### src/rtl/wsum_operand_sequencer.sv
// -----------------------------------------------------------------------------
// wsum_operand_sequencer
//
// Front/back-end controller for a 4-lane, fixed-latency weighted-sum datapath.
// Serial (data, weight) pairs are packed into four lane registers. Each full
// vector is presented to the datapath for one issue cycle and tagged through a
// LATENCY-deep shift register. When the tag emerges, the datapath result is
// written into a DEPTH-entry FIFO. An occupancy counter tracks in-flight plus
// queued results, so a vector is only issued when a FIFO slot is guaranteed.
//
// Optional feature: define WSUM_FLUSH_EN to add s_last. A pair accepted with
// s_last=1 closes the vector early and zero-fills the remaining lanes.
//
// Ports:
//   clk, rst_n                clock, asynchronous active-low reset
//   s_valid/s_ready           input pair handshake
//   s_data, s_weight          input pair
//   s_last                    (WSUM_FLUSH_EN only) close vector early
//   pipe_data, pipe_weights   lane operands driven into the datapath
//   pipe_result               datapath weighted-sum output
//   m_valid/m_ready           result handshake
//   m_result                  FIFO head result
// -----------------------------------------------------------------------------
module wsum_operand_sequencer #(
    parameter int WIDTH   = 16,
    parameter int LATENCY = 5,
    parameter int DEPTH   = 8
) (
    input  logic             clk,
    input  logic             rst_n,
    input  logic             s_valid,
    output logic             s_ready,
    input  logic [WIDTH-1:0] s_data,
    input  logic [WIDTH-1:0] s_weight,
`ifdef WSUM_FLUSH_EN
    input  logic             s_last,
`endif
    output logic [WIDTH-1:0] pipe_data    [0:3],
    output logic [WIDTH-1:0] pipe_weights [0:3],
    input  logic [WIDTH-1:0] pipe_result,
    output logic             m_valid,
    input  logic             m_ready,
    output logic [WIDTH-1:0] m_result
);

    localparam int PTR_W = (DEPTH > 1) ? $clog2(DEPTH) : 1;
    localparam int OCC_W = $clog2(DEPTH + 1);

    typedef enum logic [1:0] {FILL, WAIT_CREDIT, ISSUE} state_t;

    state_t            state_reg, state_next;
    logic [1:0]        cnt_reg;
    logic [OCC_W-1:0]  occ_reg;
    logic [OCC_W-1:0]  fifo_cnt_reg;
    logic [PTR_W-1:0]  wr_ptr_reg, rd_ptr_reg;
    logic [WIDTH-1:0]  fifo_mem [0:DEPTH-1];
    logic [LATENCY-1:0] tag_reg;
    logic [LATENCY:0]  tag_ext;

    logic accept, flush_last, close_vec, credit_ok, issue, push, pop;

`ifdef WSUM_FLUSH_EN
    assign flush_last = s_last;
`else
    assign flush_last = 1'b0;
`endif

    assign accept    = s_valid && s_ready;
    // A vector closes on the 4th lane or on an early s_last.
    assign close_vec = (cnt_reg == 2'd3) || flush_last;
    // Credit is judged on the registered occupancy only (no pop bypass).
    assign credit_ok = (occ_reg < OCC_W'(DEPTH));
    assign issue     = (state_reg == ISSUE);
    assign push      = tag_reg[LATENCY-1];
    assign pop       = m_valid && m_ready;

    // ---------------- FSM ----------------
    always_ff @(posedge clk or negedge rst_n) begin
        if (!rst_n) state_reg <= FILL;
        else        state_reg <= state_next;
    end

    always_comb begin
        state_next = state_reg;
        s_ready    = 1'b0;
        case (state_reg)
            FILL: begin
                // Gated by rst_n so s_ready reads 0 while reset is held.
                s_ready = rst_n;
                if (accept && close_vec)
                    state_next = credit_ok ? ISSUE : WAIT_CREDIT;
            end
            WAIT_CREDIT: begin
                if (credit_ok) state_next = ISSUE;
            end
            ISSUE: begin
                state_next = FILL;
            end
            default: state_next = FILL;
        endcase
    end

    // ---------------- lane counter ----------------
    always_ff @(posedge clk or negedge rst_n) begin
        if (!rst_n)      cnt_reg <= 2'd0;
        else if (issue)  cnt_reg <= 2'd0;
        else if (accept) cnt_reg <= cnt_reg + 2'd1;
    end

    // ---------------- lane registers ----------------
    // Each lane is written when selected; on an early close, lanes above the
    // written one are cleared at the same edge.
    generate
        for (genvar gi = 0; gi < 4; gi++) begin : g_lane
            always_ff @(posedge clk or negedge rst_n) begin
                if (!rst_n) begin
                    pipe_data[gi]    <= '0;
                    pipe_weights[gi] <= '0;
                end else if (accept) begin
                    if (cnt_reg == 2'(gi)) begin
                        pipe_data[gi]    <= s_data;
                        pipe_weights[gi] <= s_weight;
                    end else if (flush_last && (cnt_reg < 2'(gi))) begin
                        pipe_data[gi]    <= '0;
                        pipe_weights[gi] <= '0;
                    end
                end
            end
        end
    endgenerate

    // ---------------- latency tags ----------------
    assign tag_ext = {tag_reg, issue};

    always_ff @(posedge clk or negedge rst_n) begin
        if (!rst_n) tag_reg <= '0;
        else        tag_reg <= tag_ext[LATENCY-1:0];
    end

    // ---------------- occupancy (in flight + queued) ----------------
    always_ff @(posedge clk or negedge rst_n) begin
        if (!rst_n) begin
            occ_reg <= '0;
        end else begin
            case ({issue, pop})
                2'b10:   occ_reg <= occ_reg + 1'b1;
                2'b01:   occ_reg <= occ_reg - 1'b1;
                default: occ_reg <= occ_reg;
            endcase
        end
    end

    // ---------------- result FIFO ----------------
    always_ff @(posedge clk) begin
        if (push) fifo_mem[wr_ptr_reg] <= pipe_result;
    end

    always_ff @(posedge clk or negedge rst_n) begin
        if (!rst_n) begin
            wr_ptr_reg   <= '0;
            rd_ptr_reg   <= '0;
            fifo_cnt_reg <= '0;
        end else begin
            if (push) wr_ptr_reg <= wr_ptr_reg + 1'b1;
            if (pop)  rd_ptr_reg <= rd_ptr_reg + 1'b1;
            case ({push, pop})
                2'b10:   fifo_cnt_reg <= fifo_cnt_reg + 1'b1;
                2'b01:   fifo_cnt_reg <= fifo_cnt_reg - 1'b1;
                default: fifo_cnt_reg <= fifo_cnt_reg;
            endcase
        end
    end

    assign m_valid  = (fifo_cnt_reg != '0);
    // Masked so the unwritten RAM never shows on m_result.
    assign m_result = m_valid ? fifo_mem[rd_ptr_reg] : '0;

endmodule
### config.mk
export PLATFORM = sky130hd
export DESIGN_NAME = wsum_operand_sequencer
export DESIGN_NICKNAME = d
export VERILOG_FILES = /design/src/rtl/wsum_operand_sequencer.sv
export SDC_FILE = /design/constraint.sdc
export NUM_CORES = 1
export LEC_CHECK = 0
export BUFFER_PORTS_ARGS = -buffer_cell sky130_fd_sc_hd__buf_2
export CAP_MARGIN = 10
export CORE_UTILIZATION = 35
export DETAILED_ROUTE_END_ITERATION = 12
export HOLD_SLACK_MARGIN = 0.03
export PLACE_DENSITY = 0.66
export SETUP_SLACK_MARGIN = 0.4
export SLEW_MARGIN = 20
export SYNTH_ARGS = -nofsm -noshare
export SYNTH_HDL_FRONTEND = slang
export SYNTH_SLANG_ARGS = --single-unit
### constraint.sdc
create_clock -name clk -period 6.1 [get_ports clk]
set_input_delay 0.61 -clock clk [delete_from_list [all_inputs] [get_ports clk]]
set_output_delay 0.61 -clock clk [all_outputs]
set_load 0.01 [all_outputs]
==> results of run 1 <==
-- layer usage --
metal / global-route usage / wire, um
met2: 0.243 / 10500
met4: 0.0427 / 586
met5: 0 / 0
met3: 0.0508 / 2050
met1: 0.178 / 9370
-- area by class of cell --
type                            instances  area, um2  share of cell area
Inverter                                5       18.8             0.00142
Clock buffer                           40        840              0.0634
Timing Repair Buffer                  209       1090              0.0820
Tap cell                              390        488              0.0368
Multi-Input combinational cell        271       3010               0.227
Clock inverter                         13        184              0.0139
Sequential cell                       279       7620               0.575
-- final timing paths --
| check | start | to |
|---|---|---|
| hold reg to reg | tag_reg[0] | tag_reg[1] |
| min in group clk | s_weight[2] | pipe_weights[18] |
| setup / recovery | rd_ptr_reg[0] | m_result[3] |
| hold / removal | rst_n | pipe_data[28] |
| setup reg to reg | fifo_cnt_reg[2] | fifo_cnt_reg[2] |
| max in group asynchronous | rst_n | rd_ptr_reg[0] |
-- Yosys cell counts, drive strengths merged --
library cell | instances | share of area
buf | 21 | 0.010
nor3b | 2 | 0.0014
nand2b | 3 | 0.0017
nor4b | 2 | 0.0016
and4bb | 1 | 0.0012
edfxtp | 128 | 0.36
nor2 | 27 | 0.0094
a211o | 1 | 0.00081
a21oi | 5 | 0.0023
dfrtp | 151 | 0.35
nor4 | 1 | 0.0020
nand2 | 9 | 0.0041
ha | 12 | 0.014
mux2 | 132 | 0.14
nor2b | 3 | 0.0017
a31oi | 1 | 0.00058
nand3 | 1 | 0.00046
xor2 | 10 | 0.0081
xnor2 | 5 | 0.0041
and2 | 1 | 0.00081
inv | 5 | 0.0017
mux2i | 17 | 0.016
mux4 | 32 | 0.067
o21ai | 1 | 0.00046
clkbuf | 4 | 0.0014
o41ai | 1 | 0.00081
nor3 | 4 | 0.0019
-- per-stage QoR --
stage                     cells  power, mW  utilization  hold slack, ns  area [um2]
final                      1207       6.69        0.442           0.141       13200
after global routing       1207       7.07        0.442           0.230       13200
after CTS                  1207       6.78        0.442           0.171       13200
after detailed placement   1154       4.90        0.408           0.335       12200
after global placement     1153       4.85        0.408           0.332       12200
after floorplan             580       4.02            -           0.314       10800
-- power groups by stage --
stage	clock network [mW]	registers, mW	logic, mW
final	1.86	2.81	2.02
after global routing	1.96	2.88	2.22
after CTS	1.90	2.82	2.06
after detailed placement	0	2.84	2.06
after global placement	0	2.82	2.03
after floorplan	0	2.98	1.05
-- worst reg2reg max path, stage by stage (launching register included) --
cell and delay (ns):
dfrtp_1 0.45, nor4_4 0.61, inv_2 0.07, and2_4 0.21, ha_1 0.26, xor2_1 0.17, ha_1 0.18, a21oi_1 0.14
xor2_1 0.16, nor2_1 0.06, xor2_1 0.14
-- kinds of logic (layout without fill, tap and decap cells) --
logic type | count (synthesis) | count (layout) | share of synthesized area
compound gates | 9 | 9 | 0.00500
simple gates | 54 | 54 | 0.0263
xor+xnor | 15 | 15 | 0.0122
mux | 181 | 181 | 0.221
buf+inv | 30 | 267 | 0.0136
fa+ha+maj | 12 | 12 | 0.0139
flops | 279 | 279 | 0.708
==> results by group, run 1 <==
Run status
  – Outcome: finished clean

Final layout
  – Area grow syn2layout: 23.0%
  – Most flops, register: fifo_mem
  – Net count of the finished layout: 860
  – Most common cell after layout, fill and taps aside: buf_2
  – Largest registers: fifo_mem x128, pipe_data x64, pipe_weights x64
  – Top library cells by usage in the layout, fill and taps aside: 196 x buf_2, 150 x dfrtp_1, 128 x mux2_1, 128 x edfxtp_1, 32 x mux4_2
  – Fillcell total: 2643
  – Number of flip-flops in the largest register: 128
  – Share of final-layout standard cells stronger than drive strength 1: 0.367
  – Number of inserted diodes: 0

Clock network
  – CTS clock-pin slew for the worst setup and hold paths: 0.06 ns
  – Hold_buf cts: 0
  – Clock buffer count from CTS: 30
  – CTS tree: built
  – Post-CTS setup buffer count: 0
  – Resized Gates After CTS: 0
  – Later-pin clock latency in the skew report: 0.54 ns
  – Num Clock Sinks: 279
  – CTS Root Cell: clkbuf_16
  – Clock Path Buffers: 3
  – Number of levels in the clock H-tree: 1

Critical path
  – Largest delay share family, worst path: multiplexers
  – Worst Reg2Reg Path Length in Cells: 10
  – Type of element capturing the critical path: output pin
  – Critical path cell sequence: buf_4, mux4_2, mux2i_1, nor2_1, buf_2
  – Worst Path Required: 5.49 ns
  – Data arrival at the endpoint of the critical path: 2.48 ns
  – Crit path buffers/inverters: 2
  – Nature of the critical path startpoint: flop
  – CP Depth: 5
  – Peak fanout along the critical path: 34
  – Critical Setup Path Class: flop to output pin
  – Crit path largest cell delay: 0.62 ns
  – Cell type of the slowest stage on the worst timing path: mux4_2
  – R2r setup slk: 3.53 ns

Power and ir drop
  – Worst supply voltage drop on vdd: 0.000319 V
  – Part of the power in combinational logic: 0.302
  – Sw frac: 0.312
  – Seq pwr share: 0.420
  – Leakage power total: 5.54 nW
  – P_int: 4.60 mW
  – Power density relative to cell area: 505 nW/um2
  – Sw Pwr: 2.09 mW
  – Clock share of power: 0.278

Routing
  – Final routed wire length divided by cell count: 18.7 um
  – Number of vias per cell after detailed routing: 4.77
  – Violation count after the first detailed-routing iteration: 149
  – DRT Pass-1 Iters: 4
  – Final antenna-violating net count: 0
  – Remaining DRCs: 0
  – Final WL: 22500 um
  – Vias: 5756

Min path
  – Path class of the lowest-slack min-delay path: input port to async pin

STA
  – Worst setup slack after layout: 3.01 ns
  – Hold Vio Cnt, Final: 0
  – Setup_tns: 0 ns
  – Peak Freq: 324 MHz
  – Max-slew violation count: 0
  – Rel. slew slack: 0.238
  – Final-report setup violation count: 0
  – RSZ-0062 raised after global routing: no
  – Share of the cycle needed by the critical path after routing: 0.506
  – Final Skew: 0.00825 ns
  – Tightest Pin Transition: 1.14 ns
  – Final critical path time including I/O delays and setup: 3.09 ns

Place
  – Setup Slack @ Placement: 2.87 ns
  – Weighted congestion at the end of routability-driven global placement: 0.709
  – Detailed placer's ending HPWL: 14600 um
  – Port buffer count: 197

Yosys
  – Number of warnings printed during yosys synthesis: 0
  – Mean area per synthesized cell: 18.6 um2
  – Syn Inst Count: 580
  – #FFs+latches synth: 279
  – Count of cell types in the netlist: 34
  – Sequential element share of the synthesized area: 0.708
  – Post-synthesis instance area: 10800 um2
  – Number of nets produced by synthesis: 644

GRT
  – Gr usage total: 0.146
  – Via count of the first global-routing pass: 6195
  – Maximum number of pins on one net before global-route repair: 101
  – First-pass GRT wire length: 35400 um
  – Congestion Overflow GR: 0
  – Initial antenna violation count: 0

Die
  – Core area: 30000 um2
  – Die ar.: 31500 um2
  – Die height: 177 um
  – Die span in x: 177 um
  – Ports: 198
  – Starting Density: 0.359
  – Site Rows: 63

Run
  – Max-Cap Viols: 0
Note: power is estimated with default switching activity, not from simulation.
==> run 2: changes to the inputs <==
==> constraint.sdc (replaced) <==
create_clock -name clk -period 3 [get_ports clk]
set_input_delay 0.3 -clock clk [delete_from_list [all_inputs] [get_ports clk]]
set_output_delay 0.3 -clock clk [all_outputs]
set_load 0.01 [all_outputs]
==> results by group, run 2 (synthesized netlist as in run 1, its figures left out) <==
Critical path
  – Type of element capturing the critical path: output pin
  – R2r setup slk: 0.76 ns
  – Data arrival at the endpoint of the critical path: 2.16 ns
  – Worst Path Required: 2.70 ns
  – Worst Reg2Reg Path Length in Cells: 10
  – Reg-to-reg startpoint: fifo_cnt_reg[2]
  – Critical register-to-register path endpoint: occ_reg[2]
  – Nature of the critical path startpoint: flop
  – Peak fanout along the critical path: 17
  – Critical Setup Path Class: flop to output pin

STA
  – Share of the cycle needed by the critical path after routing: 0.821
  – Hold Vio Cnt, Final: 0
  – Max-slew violation count: 0
  – Peak Freq: 406 MHz
  – Tightest Pin Transition: 0.904 ns
  – Final critical path time including I/O delays and setup: 2.46 ns
  – Rel. slew slack: 0.397
  – Final-report setup violation count: 0
  – Worst setup slack after layout: 0.537 ns
  – Setup_tns: 0 ns
  – RSZ-0062 raised after global routing: no
  – Final Skew: 0.0197 ns

Routing
  – Final antenna-violating net count: 0
  – Remaining DRCs: 0
  – Number of vias per cell after detailed routing: 4.76
  – Final WL: 22800 um
  – Violation count after the first detailed-routing iteration: 191
  – Vias: 5987
  – DRT Pass-1 Iters: 4
  – Final routed wire length divided by cell count: 18.1 um

Final layout
  – Most common cell after layout, fill and taps aside: buf_2
  – Net count of the finished layout: 911
  – Largest registers: fifo_mem x128, pipe_data x64, pipe_weights x64
  – Fillcell total: 2595
  – Top library cells by usage in the layout, fill and taps aside: 196 x buf_2, 150 x dfrtp_1, 128 x mux2_1, 128 x edfxtp_1, 43 x dlygate4sd3_1
  – Register area: 7620 um2
  – Area grow syn2layout: 27.2%
  – Number of inserted diodes: 0
  – Share of final-layout standard cells stronger than drive strength 1: 0.352
  – Combined area of the multi-input logic cells: 3010 um2
  – Most flops, register: fifo_mem
  – Number of flip-flops in the largest register: 128

Power and ir drop
  – Worst supply voltage drop on vdd: 0.000613 V
  – Leakage power total: 5.74 nW
  – Power density relative to cell area: 987 nW/um2

Die
  – Ports: 198
  – Site Rows: 63
  – Die height: 177 um
  – Die ar.: 31500 um2
  – Starting Density: 0.359
  – Core area: 30000 um2
  – Die span in x: 177 um

GRT
  – Maximum number of pins on one net before global-route repair: 73
  – Gr usage total: 0.147
  – Congestion Overflow GR: 0
  – Initial antenna violation count: 0
  – First-pass GRT wire length: 35900 um
  – Via count of the first global-routing pass: 6473

Place
  – Port buffer count: 197
  – Weighted congestion at the end of routability-driven global placement: 0.714
  – Setup Slack @ Placement: 0.764 ns
  – Detailed placer's ending HPWL: 14200 um

Min path
  – Worst Hold Depth: 1
  – Path class of the lowest-slack min-delay path: input port to flop
  – Worst Hold Path EP: fifo_mem[7][9]
  – Hold_sp: pipe_result[9]

Clock network
  – CTS clock-pin slew for the worst setup and hold paths: 0.06 ns
  – Num Clock Sinks: 279
  – Clock Path Buffers: 3
  – Number of levels in the clock H-tree: 1
  – Later-pin clock latency in the skew report: 0.55 ns
  – Clock buffer count from CTS: 31
  – CTS tree: built
  – Post-CTS setup buffer count: 0
  – CTS Root Cell: clkbuf_16

Run status
  – Outcome: finished clean

Run
  – Max-Cap Viols: 0
run 2: critical path, stage by stage (launching register included):
cell and delay (ns):
dfrtp_2 0.41, buf_6 0.26, mux4_2 0.54, mux2i_1 0.17
nor2_1 0.09, buf_2 0.15
run 2: final cells by class:
cell class              count  area share
multi-input cells         271       0.220
clock buffers              37      0.0590
repair buffers            259       0.115
clock inverters            18      0.0125
well taps                 390      0.0356
flip-flops and latches    279       0.557
inverters                   5     0.00137
run 2: what timing repair did:
item | 4_1_cts | 5_1_grt
setup endpoints to repair | 1 | 6
hold endpoints to repair | 229 | 0
cloned | 0 | 0
resized for setup | 1 | 1
hold buffers | 43 | 0
run 2: metal layers:
| metal | routed length [um] | share of wire | vias to the layer above | track usage |
|---|---|---|---|---|
| li1 | - | - | 2715 | - |
| met1 | 9250 | 0.41 | 3032 | 0.174 |
| met2 | 11000 | 0.48 | 202 | 0.251 |
| met3 | 2050 | 0.090 | 38 | 0.0548 |
| met4 | 533 | 0.023 | 0 | 0.0399 |
| met5 | 0 | 0 | - | 0 |
run 2: power breakdown:
part,switching [mW],internal (mW),total [mW]
registers,0.619,5.04,5.66
clock network,1.45,2.17,3.62
logic,2.17,2.07,4.24
run 2: stage by stage:
step	std cells	area (um2)	power (mW)	hold slack (ns)	utilization
6_report	1259	13700	13.5	0.0555	0.457
3_5_place_dp	1161	12300	9.97	0.208	0.410
3_3_place_gp	1161	12300	9.86	0.214	0.410
5_1_grt	1259	13700	14.3	0.0386	0.457
4_1_cts	1259	13700	13.7	0.0300	0.457
2_1_floorplan	580	10800	8.18	0.00441	-
run 2: how the worst max path moves through the flow:
stage	startpoint	endpoint	slack (ns)	cells after the start
2_1_floorplan	fifo_cnt_reg[2]	occ_reg[2]	0.61	11
3_3_place_gp	fifo_cnt_reg[2]	occ_reg[2]	0.79	10
3_5_place_dp	fifo_cnt_reg[2]	occ_reg[2]	0.76	10
4_1_cts	rd_ptr_reg[0]	m_result[4]	0.41	5
5_1_grt	rd_ptr_reg[0]	m_result[6]	0.42	5
6_report	rd_ptr_reg[0]	m_result[13]	0.54	5
==> run 3: changes to the inputs <==
--- a/config.mk
+++ b/config.mk
@@ -5,12 +5,13 @@
 export SDC_FILE = /design/constraint.sdc
 export NUM_CORES = 1
 export LEC_CHECK = 0
+export ABC_AREA = 1
 export BUFFER_PORTS_ARGS = -buffer_cell sky130_fd_sc_hd__buf_2
 export CAP_MARGIN = 10
 export CORE_UTILIZATION = 35
 export DETAILED_ROUTE_END_ITERATION = 12
 export HOLD_SLACK_MARGIN = 0.03
-export PLACE_DENSITY = 0.66
+export PLACE_DENSITY = 0.68
 export SETUP_SLACK_MARGIN = 0.4
 export SLEW_MARGIN = 20
 export SYNTH_ARGS = -nofsm -noshare
==> constraint.sdc (replaced) <==
create_clock -name clk -period 2.15 [get_ports clk]
set_input_delay 0.215 -clock clk [delete_from_list [all_inputs] [get_ports clk]]
set_output_delay 0.215 -clock clk [all_outputs]
set_load 0.01 [all_outputs]
==> results by group, run 3 <==
Place
  – Detailed placer's ending HPWL: 17500 um
  – Weighted congestion at the end of routability-driven global placement: 0.760
  – Setup Slack @ Placement: 0.226 ns
  – Area after detailed placement: 12700 um2
  – Port buffer count: 197

Final layout
  – Number of inserted diodes: 0
  – Most flops, register: fifo_mem
  – Share of final-layout standard cells stronger than drive strength 1: 0.265
  – Fillcell total: 2820
  – Number of flip-flops in the largest register: 128
  – Post-route standard cell area excluding fillers: 15000 um2
  – Net count of the finished layout: 1413
  – Area grow syn2layout: 34.2%
  – Largest registers: fifo_mem x128, pipe_data x64, pipe_weights x64
  – Register area: 7620 um2
  – Combined area of the multi-input logic cells: 3440 um2
  – Top library cells by usage in the layout, fill and taps aside: 336 x nand2_1, 196 x buf_2, 149 x dfrtp_1
  – Most common cell after layout, fill and taps aside: nand2_1

Yosys
  – Post-synthesis instance area: 11200 um2
  – Share of the synthesized area in the top cell type: 0.344
  – Most repeated cell in the gate-level netlist after synthesis: nand2_1
  – Async set or reset register ratio after synthesis: 0.541
  – Syn Inst Count: 1079
  – Mean area per synthesized cell: 10.3 um2
  – Sequential element share of the synthesized area: 0.683
  – Area leader, netlist: edfxtp_1
  – #FFs+latches synth: 279
  – Number of warnings printed during yosys synthesis: 0
  – Count of cell types in the netlist: 26
  – Number of synthesized flops with an enable pin: 128
  – Dominant cells by area after synthesis: edfxtp_1 34%, dfrtp_1 34%, nand2_1 11%
  – Number of nets produced by synthesis: 1143
  – Commonest cells post-synth: 342 x nand2_1, 151 x dfrtp_1, 137 x o21ai_0, 128 x edfxtp_1, 127 x nor2_1
  – Most instantiated flip-flop cell in the synthesis netlist: dfrtp_1

STA
  – Hold Vio Cnt, Final: 0
  – Final critical path time including I/O delays and setup: 2.18 ns
  – Tightest Pin Transition: 0.828 ns
  – Worst setup slack after layout: -0.0301 ns
  – Setup_tns: -0.144 ns
  – Peak Freq: 459 MHz
  – RSZ-0062 raised after global routing: yes
  – Final-report setup violation count: 9
  – Rel. slew slack: 0.448
  – Final Skew: 0.0114 ns
  – Share of the cycle needed by the critical path after routing: 1.01
  – Worst hold slack: 0.342 ns
  – Max-slew violation count: 0

Clock network
  – Num Clock Sinks: 279
  – Clock Path Buffers: 3
  – CTS Root Cell: clkbuf_16
  – Clock buffer count from CTS: 31
  – CTS clock-pin slew for the worst setup and hold paths: 0.06 ns
  – CTS tree: built
  – Number of levels in the clock H-tree: 1
  – Later-pin clock latency in the skew report: 0.55 ns

Die
  – Die height: 181 um
  – Die span in x: 181 um
  – Die ar.: 32600 um2
  – Site Rows: 65
  – Core area: 31500 um2
  – Starting Density: 0.355
  – Ports: 198

Routing
  – Routed wire length on met2: 14400 um
  – Final WL: 30600 um
  – Final routed wire length divided by cell count: 17.2 um
  – Post-Route M1 WL: 12600 um
  – DRT Pass-1 Iters: 4
  – Highest metal layer with signal wires: met4
  – Number of vias per cell after detailed routing: 4.92
  – Met3 wire length: 2890 um
  – Vias: 8734
  – Remaining DRCs: 0
  – Violation count after the first detailed-routing iteration: 519
  – Final antenna-violating net count: 0

GRT
  – Initial antenna violation count: 0
  – Via count of the first global-routing pass: 8788
  – Gr usage total: 0.185
  – Congestion Overflow GR: 0
  – Maximum number of pins on one net before global-route repair: 152
  – First-pass GRT wire length: 48100 um

Critical path
  – R2r setup slk: 0.24 ns
  – Type of element capturing the critical path: output pin
  – Critical Setup Path Class: flop to output pin
  – Worst Path Required: 1.93 ns
  – Critical register-to-register path endpoint: fifo_cnt_reg[2]
  – Reg-to-reg startpoint: fifo_cnt_reg[0]
  – Peak fanout along the critical path: 5
  – Launching element of the worst setup path: rd_ptr_reg[0]
  – Nature of the critical path startpoint: flop
  – Worst Reg2Reg Path Length in Cells: 12
  – Data arrival at the endpoint of the critical path: 1.97 ns

Run
  – Max-Cap Viols: 0

Power and ir drop
  – Total chip power: 22.0 mW
  – Worst supply voltage drop on vdd: 0.000722 V
  – Power density relative to cell area: 1470 nW/um2
  – Leakage power total: 6.77 nW

Run status
  – Outcome: finished with violations
  – Failing checks: setup timing

Min path
  – Hold_sp: tag_reg[2]
  – Path class of the lowest-slack min-delay path: flop to flop
  – Worst Hold Path EP: tag_reg[3]
  – Worst Hold Depth: 0
## run 3: area by class of cell
class,count,area share
Tap cell,402,0.0336
Timing Repair Buffer,296,0.141
Sequential cell,279,0.509
Inverter,29,0.00810
Clock inverter,19,0.0236
Clock buffer,38,0.0555
Multi-Input combinational cell,712,0.229
## run 3: worst max-delay path: stages (launching register included)
cell	delay, ns
dfrtp_2	0.49
clkinv_4	0.14
buf_12	0.16
buf_16	0.13
nor2_2	0.11
o22ai_2	0.09
nor2_1	0.10
nor2_1	0.06
buf_2	0.13
## run 3: layer usage
metal,vias up,track usage
met5,-,0
met4,0,0.0609
met3,47,0.0538
met2,358,0.301
met1,4198,0.237
li1,4131,-
## run 3: how the worst max path moves through the flow
| stage | end | cells after the start |
|---|---|---|
| 2_1_floorplan | fifo_mem[0][0] | 3 |
| 3_3_place_gp | fifo_cnt_reg[2] | 12 |
| 3_5_place_dp | fifo_cnt_reg[2] | 12 |
| 4_1_cts | m_result[15] | 8 |
| 5_1_grt | m_result[5] | 8 |
| 6_report | m_result[5] | 8 |
## run 3: report_power, final
group	switching (mW)	total [mW]	internal, mW
registers	0.769	7.69	6.92
clock network	2.15	6.09	3.94
logic	4.90	8.19	3.30
## run 3: kinds of logic after synthesis
logic type | count (synthesis) | synth area share
compound gates | 203 | 0.0967
xor+xnor | 7 | 0.00549
fa+ha+maj | 12 | 0.0134
buf+inv | 88 | 0.0326
flops | 279 | 0.683
simple gates | 490 | 0.169
## run 3: stage by stage
stage | std cells | util
floorplan | 1079 | -
global placement | 1649 | 0.404
detailed placement | 1649 | 0.404
CTS | 1768 | 0.467
global route | 1775 | 0.476
finish | 1775 | 0.476
## run 3: repair_timing
item / 4_1_cts / 5_1_grt
pin swaps: 26 / 29
endpoints found under the setup margin: 22 / 53
gates cloned: 2 / 3
endpoints found under the hold margin: 408 / 0
gates resized for setup: 57 / 53
setup buffers: 9 / 4
hold buffers: 51 / 0
